$ cat config.mk
export PLATFORM = sky130hd
export DESIGN_NAME = b_capture
export DESIGN_NICKNAME = d
export VERILOG_FILES = /design/src/rtl/b_capture_pkg.sv /design/src/rtl/b_capture_fifo.sv /design/src/rtl/b_capture.sv
export SDC_FILE = /design/constraint.sdc
export NUM_CORES = 1
export LEC_CHECK = 0
export BUFFER_PORTS_ARGS = -buffer_cell sky130_fd_sc_hd__buf_2
export CAP_MARGIN = 25
export CORE_UTILIZATION = 50
export DETAILED_ROUTE_END_ITERATION = 16
export PLACE_DENSITY = 0.79
export SKIP_CTS_REPAIR_TIMING = 1
export SLEW_MARGIN = 0
export SYNTH_ARGS = -nofsm -noshare
export SYNTH_HDL_FRONTEND = slang
export SYNTH_SLANG_ARGS = --single-unit
$ cat constraint.sdc
create_clock -name clk -period 2.66 [get_ports clk]
set_clock_uncertainty 0.15 [all_clocks]
set_input_delay 0.266 -clock clk [delete_from_list [all_inputs] [get_ports clk]]
set_output_delay 0.266 -clock clk [all_outputs]
set_load 0.03 [all_outputs]
$ cat src/rtl/b_capture_pkg.sv
// Shared types and helpers for the moduleB capture block.
package b_capture_pkg;

    // Width and ceiling of the overflow drop counter.
    localparam int unsigned DROP_W   = 8;
    localparam logic [DROP_W-1:0] DROP_MAX = '1;

    // Capture FSM: IDLE waits for enable, FIRST takes one unconditional
    // sample, TRACK captures only when the input value changes.
    typedef enum logic [1:0] {
        ST_IDLE  = 2'd0,
        ST_FIRST = 2'd1,
        ST_TRACK = 2'd2
    } cap_state_e;

    // Increment that sticks at the maximum instead of wrapping.
    function automatic logic [DROP_W-1:0] sat_inc(input logic [DROP_W-1:0] v);
        return (v == DROP_MAX) ? v : v + DROP_W'(1);
    endfunction

endpackage

$ cat src/rtl/b_capture_fifo.sv
// Small synchronous FIFO holding {tag, data} captures; head is read combinationally.
module b_capture_fifo #(
    parameter int unsigned DEPTH = 4,
    parameter int unsigned W     = 8
) (
    input  logic                     clk,
    input  logic                     rst,
    input  logic                     push,
    input  logic [W-1:0]             push_data,
    input  logic                     pop,
    output logic                     push_ok,
    output logic                     pop_ok,
    output logic [W-1:0]             head_data,
    output logic                     valid,
    output logic                     full,
    output logic [$clog2(DEPTH):0]   level
);

    localparam int unsigned AW = $clog2(DEPTH);
    localparam int unsigned LW = AW + 1;

    logic [W-1:0]  mem_q [DEPTH];
    logic [AW-1:0] wr_ptr_q, wr_ptr_d;
    logic [AW-1:0] rd_ptr_q, rd_ptr_d;
    logic [LW-1:0] level_q,  level_d;

    assign valid     = (level_q != '0);
    assign full      = (level_q == LW'(DEPTH));
    assign level     = level_q;
    assign head_data = mem_q[rd_ptr_q];

    // Pop only with data present; a push into a full FIFO needs a same-cycle pop.
    always_comb begin
        pop_ok   = pop & valid;
        push_ok  = push & (~full | pop_ok);
        wr_ptr_d = wr_ptr_q;
        rd_ptr_d = rd_ptr_q;
        level_d  = level_q;
        if (push_ok) begin
            wr_ptr_d = wr_ptr_q + AW'(1);
        end
        if (pop_ok) begin
            rd_ptr_d = rd_ptr_q + AW'(1);
        end
        level_d = level_q + LW'(push_ok) - LW'(pop_ok);
    end

    // Pointer and occupancy registers.
    always_ff @(posedge clk or posedge rst) begin
        if (rst) begin
            wr_ptr_q <= '0;
            rd_ptr_q <= '0;
            level_q  <= '0;
        end else begin
            wr_ptr_q <= wr_ptr_d;
            rd_ptr_q <= rd_ptr_d;
            level_q  <= level_d;
        end
    end

    // Storage array; contents are irrelevant once level is cleared.
    always_ff @(posedge clk) begin
        if (push_ok) begin
            mem_q[wr_ptr_q] <= push_data;
        end
    end

endmodule

$ cat src/rtl/b_capture.sv
// Captures changing moduleB output values with their sideband tag into a FIFO,
// counting captures lost to overflow.
`ifndef DATA_FROM_B_BITWIDTH
`define DATA_FROM_B_BITWIDTH 8
`endif
`ifndef B_EXTRA_OUT_BITWIDTH
`define B_EXTRA_OUT_BITWIDTH 4
`endif

module b_capture
    import b_capture_pkg::*;
#(
    parameter int unsigned DEPTH = 4,
    parameter int unsigned DW    = `DATA_FROM_B_BITWIDTH,
    parameter int unsigned TW    = `B_EXTRA_OUT_BITWIDTH
) (
    input  logic                    clk,
    input  logic                    rst,
    input  logic [DW-1:0]           data_from_B,
    input  logic [TW-1:0]           b_extra_out,
    input  logic                    cap_en,
    output logic                    out_valid,
    input  logic                    out_ready,
    output logic [DW-1:0]           out_data,
    output logic [TW-1:0]           out_tag,
    output logic                    full,
    output logic [$clog2(DEPTH):0]  level,
    output logic [DROP_W-1:0]       drop_cnt
);

    cap_state_e          state_q, state_d;
    logic [DW-1:0]       last_val_q, last_val_d;
    logic [DROP_W-1:0]   drop_cnt_q, drop_cnt_d;
    logic                push_req;
    logic                push_ok;
    logic                pop_ok;
    logic [TW+DW-1:0]    head;

    assign drop_cnt = drop_cnt_q;
    assign out_tag  = head[TW+DW-1:DW];
    assign out_data = head[DW-1:0];

    b_capture_fifo #(
        .DEPTH (DEPTH),
        .W     (TW + DW)
    ) u_fifo (
        .clk       (clk),
        .rst       (rst),
        .push      (push_req),
        .push_data ({b_extra_out, data_from_B}),
        .pop       (out_ready),
        .push_ok   (push_ok),
        .pop_ok    (pop_ok),
        .head_data (head),
        .valid     (out_valid),
        .full      (full),
        .level     (level)
    );

    // Next-state, capture request and drop accounting.
    always_comb begin
        state_d    = state_q;
        last_val_d = last_val_q;
        drop_cnt_d = drop_cnt_q;
        push_req   = 1'b0;
        if (!cap_en) begin
            state_d = ST_IDLE;
        end else begin
            case (state_q)
                ST_IDLE: begin
                    state_d = ST_FIRST;
                end
                ST_FIRST: begin
                    push_req   = 1'b1;
                    last_val_d = data_from_B;
                    state_d    = ST_TRACK;
                end
                ST_TRACK: begin
                    if (data_from_B != last_val_q) begin
                        push_req   = 1'b1;
                        last_val_d = data_from_B;
                    end
                end
                default: begin
                    state_d = ST_IDLE;
                end
            endcase
        end
        if (push_req && !push_ok) begin
            drop_cnt_d = sat_inc(drop_cnt_q);
        end
    end

    // FSM, last-seen value and drop counter registers.
    always_ff @(posedge clk or posedge rst) begin
        if (rst) begin
            state_q    <= ST_IDLE;
            last_val_q <= '0;
            drop_cnt_q <= '0;
        end else begin
            state_q    <= state_d;
            last_val_q <= last_val_d;
            drop_cnt_q <= drop_cnt_d;
        end
    end

endmodule
## Word level (Yosys, flattened, before mapping)

Memories as Yosys holds them, arrays and structs flattened.
Cells that the tools add are included.

| word-level totals | value |
|---|---|
| bits in registers | 25 |
| memory bits (writable) | 48 |
| input bits | 16 |
| logic and storage cells | 40 |
| memories | 1 |

| cells by class | value |
|---|---|
| add/subtract/negate cells | 5 |
| eq/ne operators | 7 |
| muxes and demuxes | 9 |
| bitwise operators | 5 |
| reductions and logical operators | 7 |

Memories:

| name | depth | width | rd ports | clocked after memory_dff | write ports | line | RTL |
|---|---|---|---|---|---|---|---|
| u_fifo.mem_q | 4 | 12 | 1 | 0 | 1 | b_capture_fifo.sv:22 | `logic [W-1:0] mem_q [DEPTH];` |

Operators with widths:

| kind | count |
|---|---|
| $pmux 8 s2 | 1 |
| $add 8x1->8 const B | 1 |
| $eq 8x8->1 const B | 1 |
| $mux 8 | 1 |
| $ne 8x8->1 | 1 |
| $pmux 2 s3 | 1 |
| $add 2x1->2 const B | 2 |
| $mux 1 | 4 |
| $ne 2x2->1 const B | 2 |
| $add 3x1->3 | 1 |
| $eq 3x3->1 const B | 1 |
| $reduce_and 3->1 | 1 |
| $reduce_bool 3->1 | 1 |
| $sub 3x1->3 | 1 |
| $and 1x1->1 | 2 |
| $eq 2x1->1 const B | 1 |
| $eq 2x2->1 const B | 1 |
| $logic_not 2->1 | 1 |
| $mux 2 | 1 |
| $not 1->1 | 2 |
| $pmux 1 s2 | 1 |
| $reduce_and 2->1 | 1 |
| $reduce_bool 2->1 | 1 |
| $logic_and 1x1->1 | 1 |
| other kinds (2) | 2 |

## Logic depth before layout (Yosys ltp)

| logic depth | value |
|---|---|
| depth after elaboration | 8 |
| depth in mapped cells | 10 |
| mapped depth without buffers | 10 |

## By module

From an unflattened synthesis, not the netlist that was laid out.

| second synthesis, totals | value |
|---|---|
| cell total of the unflattened synthesis | 183 |
| area, all modules | 3,186.8 µm² |

By module, submodules not included:

| module | instances | cells an instance | area an instance (µm²) |
|---|---|---|---|
| b_capture_fifo | 1 | 101 | 2,189.6 |
| b_capture | 1 | 82 | 997.2 |

## Worst setup path after synthesis

No wires, ideal clock.

| timing | value |
|---|---|
| kind | register to register |
| start | reg u_fifo.level_q[1] (netlist: u_fifo.level[1]) |
| end | reg u_fifo.level_q[2] (netlist: u_fifo.level[2]) |
| setup time | 0.138 ns |
| data arrival time | 2.443 ns |
| slack | -0.071 ns |
| cell stages (with the launch flop) | 10 |
| buffers on the path | 0 |
| period minus slack after synthesis | 2.731 ns |
| path through | dfrtp_1 or3_1 and2_1 ha_1 inv_1 ha_1 inv_1 fa_1 xnor2_1 xnor2_1 |

| between the ends | value |
|---|---|
| word-level cells in the longest chain between the ends | 6 |

RTL lines:

| element | line | RTL |
|---|---|---|
| start: declaration | b_capture_fifo.sv:25 | `logic [LW-1:0] level_q, level_d;` |
| start signal: assignment | b_capture_fifo.sv:57 | `level_q <= level_d;` |
| $reduce_bool 3->1 * | b_capture_fifo.sv:27 | `assign valid = (level_q != '0);` |
| named net out_valid | b_capture.sv:22 | `output logic out_valid,` |
| $and 1x1->1 * | b_capture_fifo.sv:34 | `pop_ok = pop & valid;` |
| named net pop_ok | b_capture.sv:36 | `logic pop_ok;` |
| $or 1x1->1 | b_capture_fifo.sv:35 | `push_ok = push & (~full \| pop_ok);` |
| $and 1x1->1 | b_capture_fifo.sv:35 |  |
| $add 3x1->3 | b_capture_fifo.sv:45 | `level_d = level_q + LW'(push_ok) - LW'(pop_ok);` |
| $sub 3x1->3 * | b_capture_fifo.sv:45 |  |
| named net u_fifo.level_d[2] | b_capture_fifo.sv:25 |  |

Mark *: on every way through the listed nets, which the timed path passes. The rest lies on a longest branch.
A chain may end at the register's enable or synchronous reset.

## Worst setup path after layout

| timing | value |
|---|---|
| start | reg u_fifo.level_q[1] (netlist: u_fifo.level[1]) |
| end | reg u_fifo.level_q[2] (netlist: u_fifo.level[2]) |

| between the ends | value |
|---|---|
| word-level cells in the longest chain between the ends | 6 |

RTL lines:

| element | line |
|---|---|
| $reduce_bool 3->1 * | b_capture_fifo.sv:27 |
| $and 1x1->1 * | b_capture_fifo.sv:34 |
| named net pop_ok | b_capture.sv:36 |
| $or 1x1->1 | b_capture_fifo.sv:35 |
| $and 1x1->1 | b_capture_fifo.sv:35 |
| $add 3x1->3 | b_capture_fifo.sv:45 |
| $sub 3x1->3 * | b_capture_fifo.sv:45 |
| named net u_fifo.level_d[2] | b_capture_fifo.sv:25 |

Marks and branches as above.

==> reports/metrics.cfg <==
[worst_hold_path]
hold-path-endpoint=u_fifo.mem_q[0][10]
holdPathStages=1
min_path_type=primary input to register
hold_start=b_extra_out[2]

[die]
core-area_mm2=0.00603
die_x_um=81.7
dieArea_mm2=0.00668
start_util_pct=52.7
die_h_um=81.7
io_pins=41
rows=28

[setup_path]
path_cells=or3_4 > and2_1 > ha_1 > inv_1 > ha_1 > inv_1 > fa_1 > xnor2_1 > xnor2_1
crit_required_ps=2760
worst_path_max_delay_cell=dfrtp_1
crit_start=u_fifo.level[1]
worstPathArrival_ps=2620
r2r_end=u_fifo.level[2]
slowest_delay_ps=470
start_kind=register
crit_type=register to register
crit_fanout=6
reg2regPathDepth=9
r2r_slack_ps=140
r2r-start=u_fifo.level[1]
end_kind=register

[sta]
finalMaxSlewViolations=0
setup_viol=0
fmax_ghz=0.397
tightest_slew_ps=623
grt_setup_unrepaired=no
min_period_over_period_pct=94.7
final.setup.tns_ps=0
hold_violations=0
slew_headroom_pct=58.5
holdWs_ps=14.0
min_period_ps=2520

[drt]
drt_iter0_markers=46
vias=1718
ant_nets=0
viasPerCell=5.25
first_pass_iters=4
drt-total-wl_mm=5.35
post_drt_wl_per_cell_um=16.4
route.detailed.drc=0

[logic_synthesis]
synth_top_family_by_area=multiplexers
yosysWarnings=0
ys_types=36
yosysTopAreaCell=edfxtp_1
synth_seq_cells=73
synth_compound_area_share_pct=3.78
synth_nets=212
synth_fa_ha_area_share_pct=4.96
synthTopCellsByArea=edfxtp_1 45%, dfrtp_1 20%, mux4_2 8.5%, ha_1 4.3%, mux2_2 3.9%
synthXorXnorAreaFrac_pct=4.69
synthMuxAreaShare_pct=14.0
synth_cells=184
syn_area_mm2=0.00318
synth_top_area_share_pct=45.4
seq_area_frac_synth_pct=65.0
syn_area_per_cell_um2=17.3
synth-simple-area-share_pct=5.35

[clock_tree]
path_clk_slew_ps=80
cts_tree=done
cts_inserted_buffers=9
clk_path_buf_depth=2
cts-htree-levels=3
clockRootBuffer=clkbuf_8
cts.sinks=73
clk_latency_ps=340

[global_route]
grt_overflow=0
track_usage_pct=17.7
grt_pass1_wl_mm=8.34
grt_pass1_vias=1716
antenna_found_initial=0
grt_max_degree=26

[placement]
io_buffers=40
dp_cells=304
dpl.hpwl_mm=3.74
gp_congestion=0.687
dpl_cell_area_mm2=0.00354

[pwr]
p_leak_nw=1.54
vdd_drop_max_uv=571
pwr_density_cell_mw_per_mm2=907

[cells_and_area]
final_cells=327
final_core_util_pct=62.9
synthToLayoutAreaGrowth_pct=19.3
fin_area_mm2=0.00379
final_common_cell=edfxtp_1
final_cell_mix=48 x edfxtp_1, 40 x buf_2, 25 x dfrtp_1
drive_above_1_share_pct=40.1
fin_nets=276
antenna_cells=0

[job]
max_cap_violations=0

[status]
outcome=completed

## logic make-up (layout without fill, tap and decap cells)
| kind of cell | Yosys count | after routing |
|---|---|---|
| xor+xnor | 17 | 17 |
| simple gates | 25 | 25 |
| compound gates | 12 | 12 |
| buf+inv | 18 | 86 |
| fa+ha+maj | 12 | 12 |
| mux | 27 | 27 |
| flops | 73 | 73 |
## where the power goes
group | total (mW) | internal [mW] | switching [mW]
logic | 1.19 | 0.528 | 0.661
clock network | 0.719 | 0.328 | 0.391
registers | 1.53 | 1.37 | 0.167
## cell usage after synthesis (all sizes together)
library cell   n
o221ai         1
and2           1
and4           2
nand2          6
clkbuf         1
or4b           1
nor3b          1
and3           2
ha            11
nor4           2
mux4          12
a31oi          2
o211ai         4
nor2           5
inv           14
o21ai          2
fa             1
nand2b         1
dfrtp         25
a21boi         1
or3            1
buf            3
xnor2          8
xor2           9
nand3          1
edfxtp        48
mux2          13
o2111ai        2
nor2b          2
mux2i          2
## stage by stage
step	worst slack, ps	power, mW
after floorplan	36.5	2.43
after global placement	166	2.70
after detailed placement	113	2.73
after CTS	77.4	3.46
after global routing	16.6	3.64
final	141	3.44
## layer usage
layer,routed length [um],GRT usage (%)
met4,72,8.95
met3,190,4.22
met5,0,0
met2,2710,28.7
met1,2380,22.3
## how the worst max path moves through the flow
stage	endpoint	slack, ps	cells after the start
after detailed placement	u_fifo.level[2]	110	12
after floorplan	u_fifo.level[2]	40	9
after CTS	u_fifo.level[2]	80	11
after global placement	u_fifo.mem_q[0][9]	170	6
final	u_fifo.level[2]	140	9
after global routing	u_fifo.level[2]	20	11
## worst max-delay path, delay by kind of cell, from the launching register on
kind                       cells  cell delay [ps]
adders and majority gates      3              790
xor gates and xnor gates       2              330
DFF                            1              470
and+or+nand+nor                2              600
buffers and inverters          2              100
## area by class of cell
cell class / instances / area (um2)
Clock buffer: 9 / 124
Clock inverter: 6 / 36.3
Fill cell: 451 / 2230
Inverter: 14 / 52.6
Multi-Input combinational cell: 93 / 1050
Sequential cell: 73 / 2070
Tap cell: 75 / 93.8
Timing Repair Buffer: 57 / 373
## flip-flops by register name, indices dropped and copies added (netlist names)
signal           flops
u_fifo.wr_ptr_q      2
u_fifo.level         3
u_fifo.rd_ptr_q      2
state_q              2
drop_cnt             8
u_fifo.mem_q        48
last_val_q           8
Note: power is estimated with default switching activity, not from simulation.
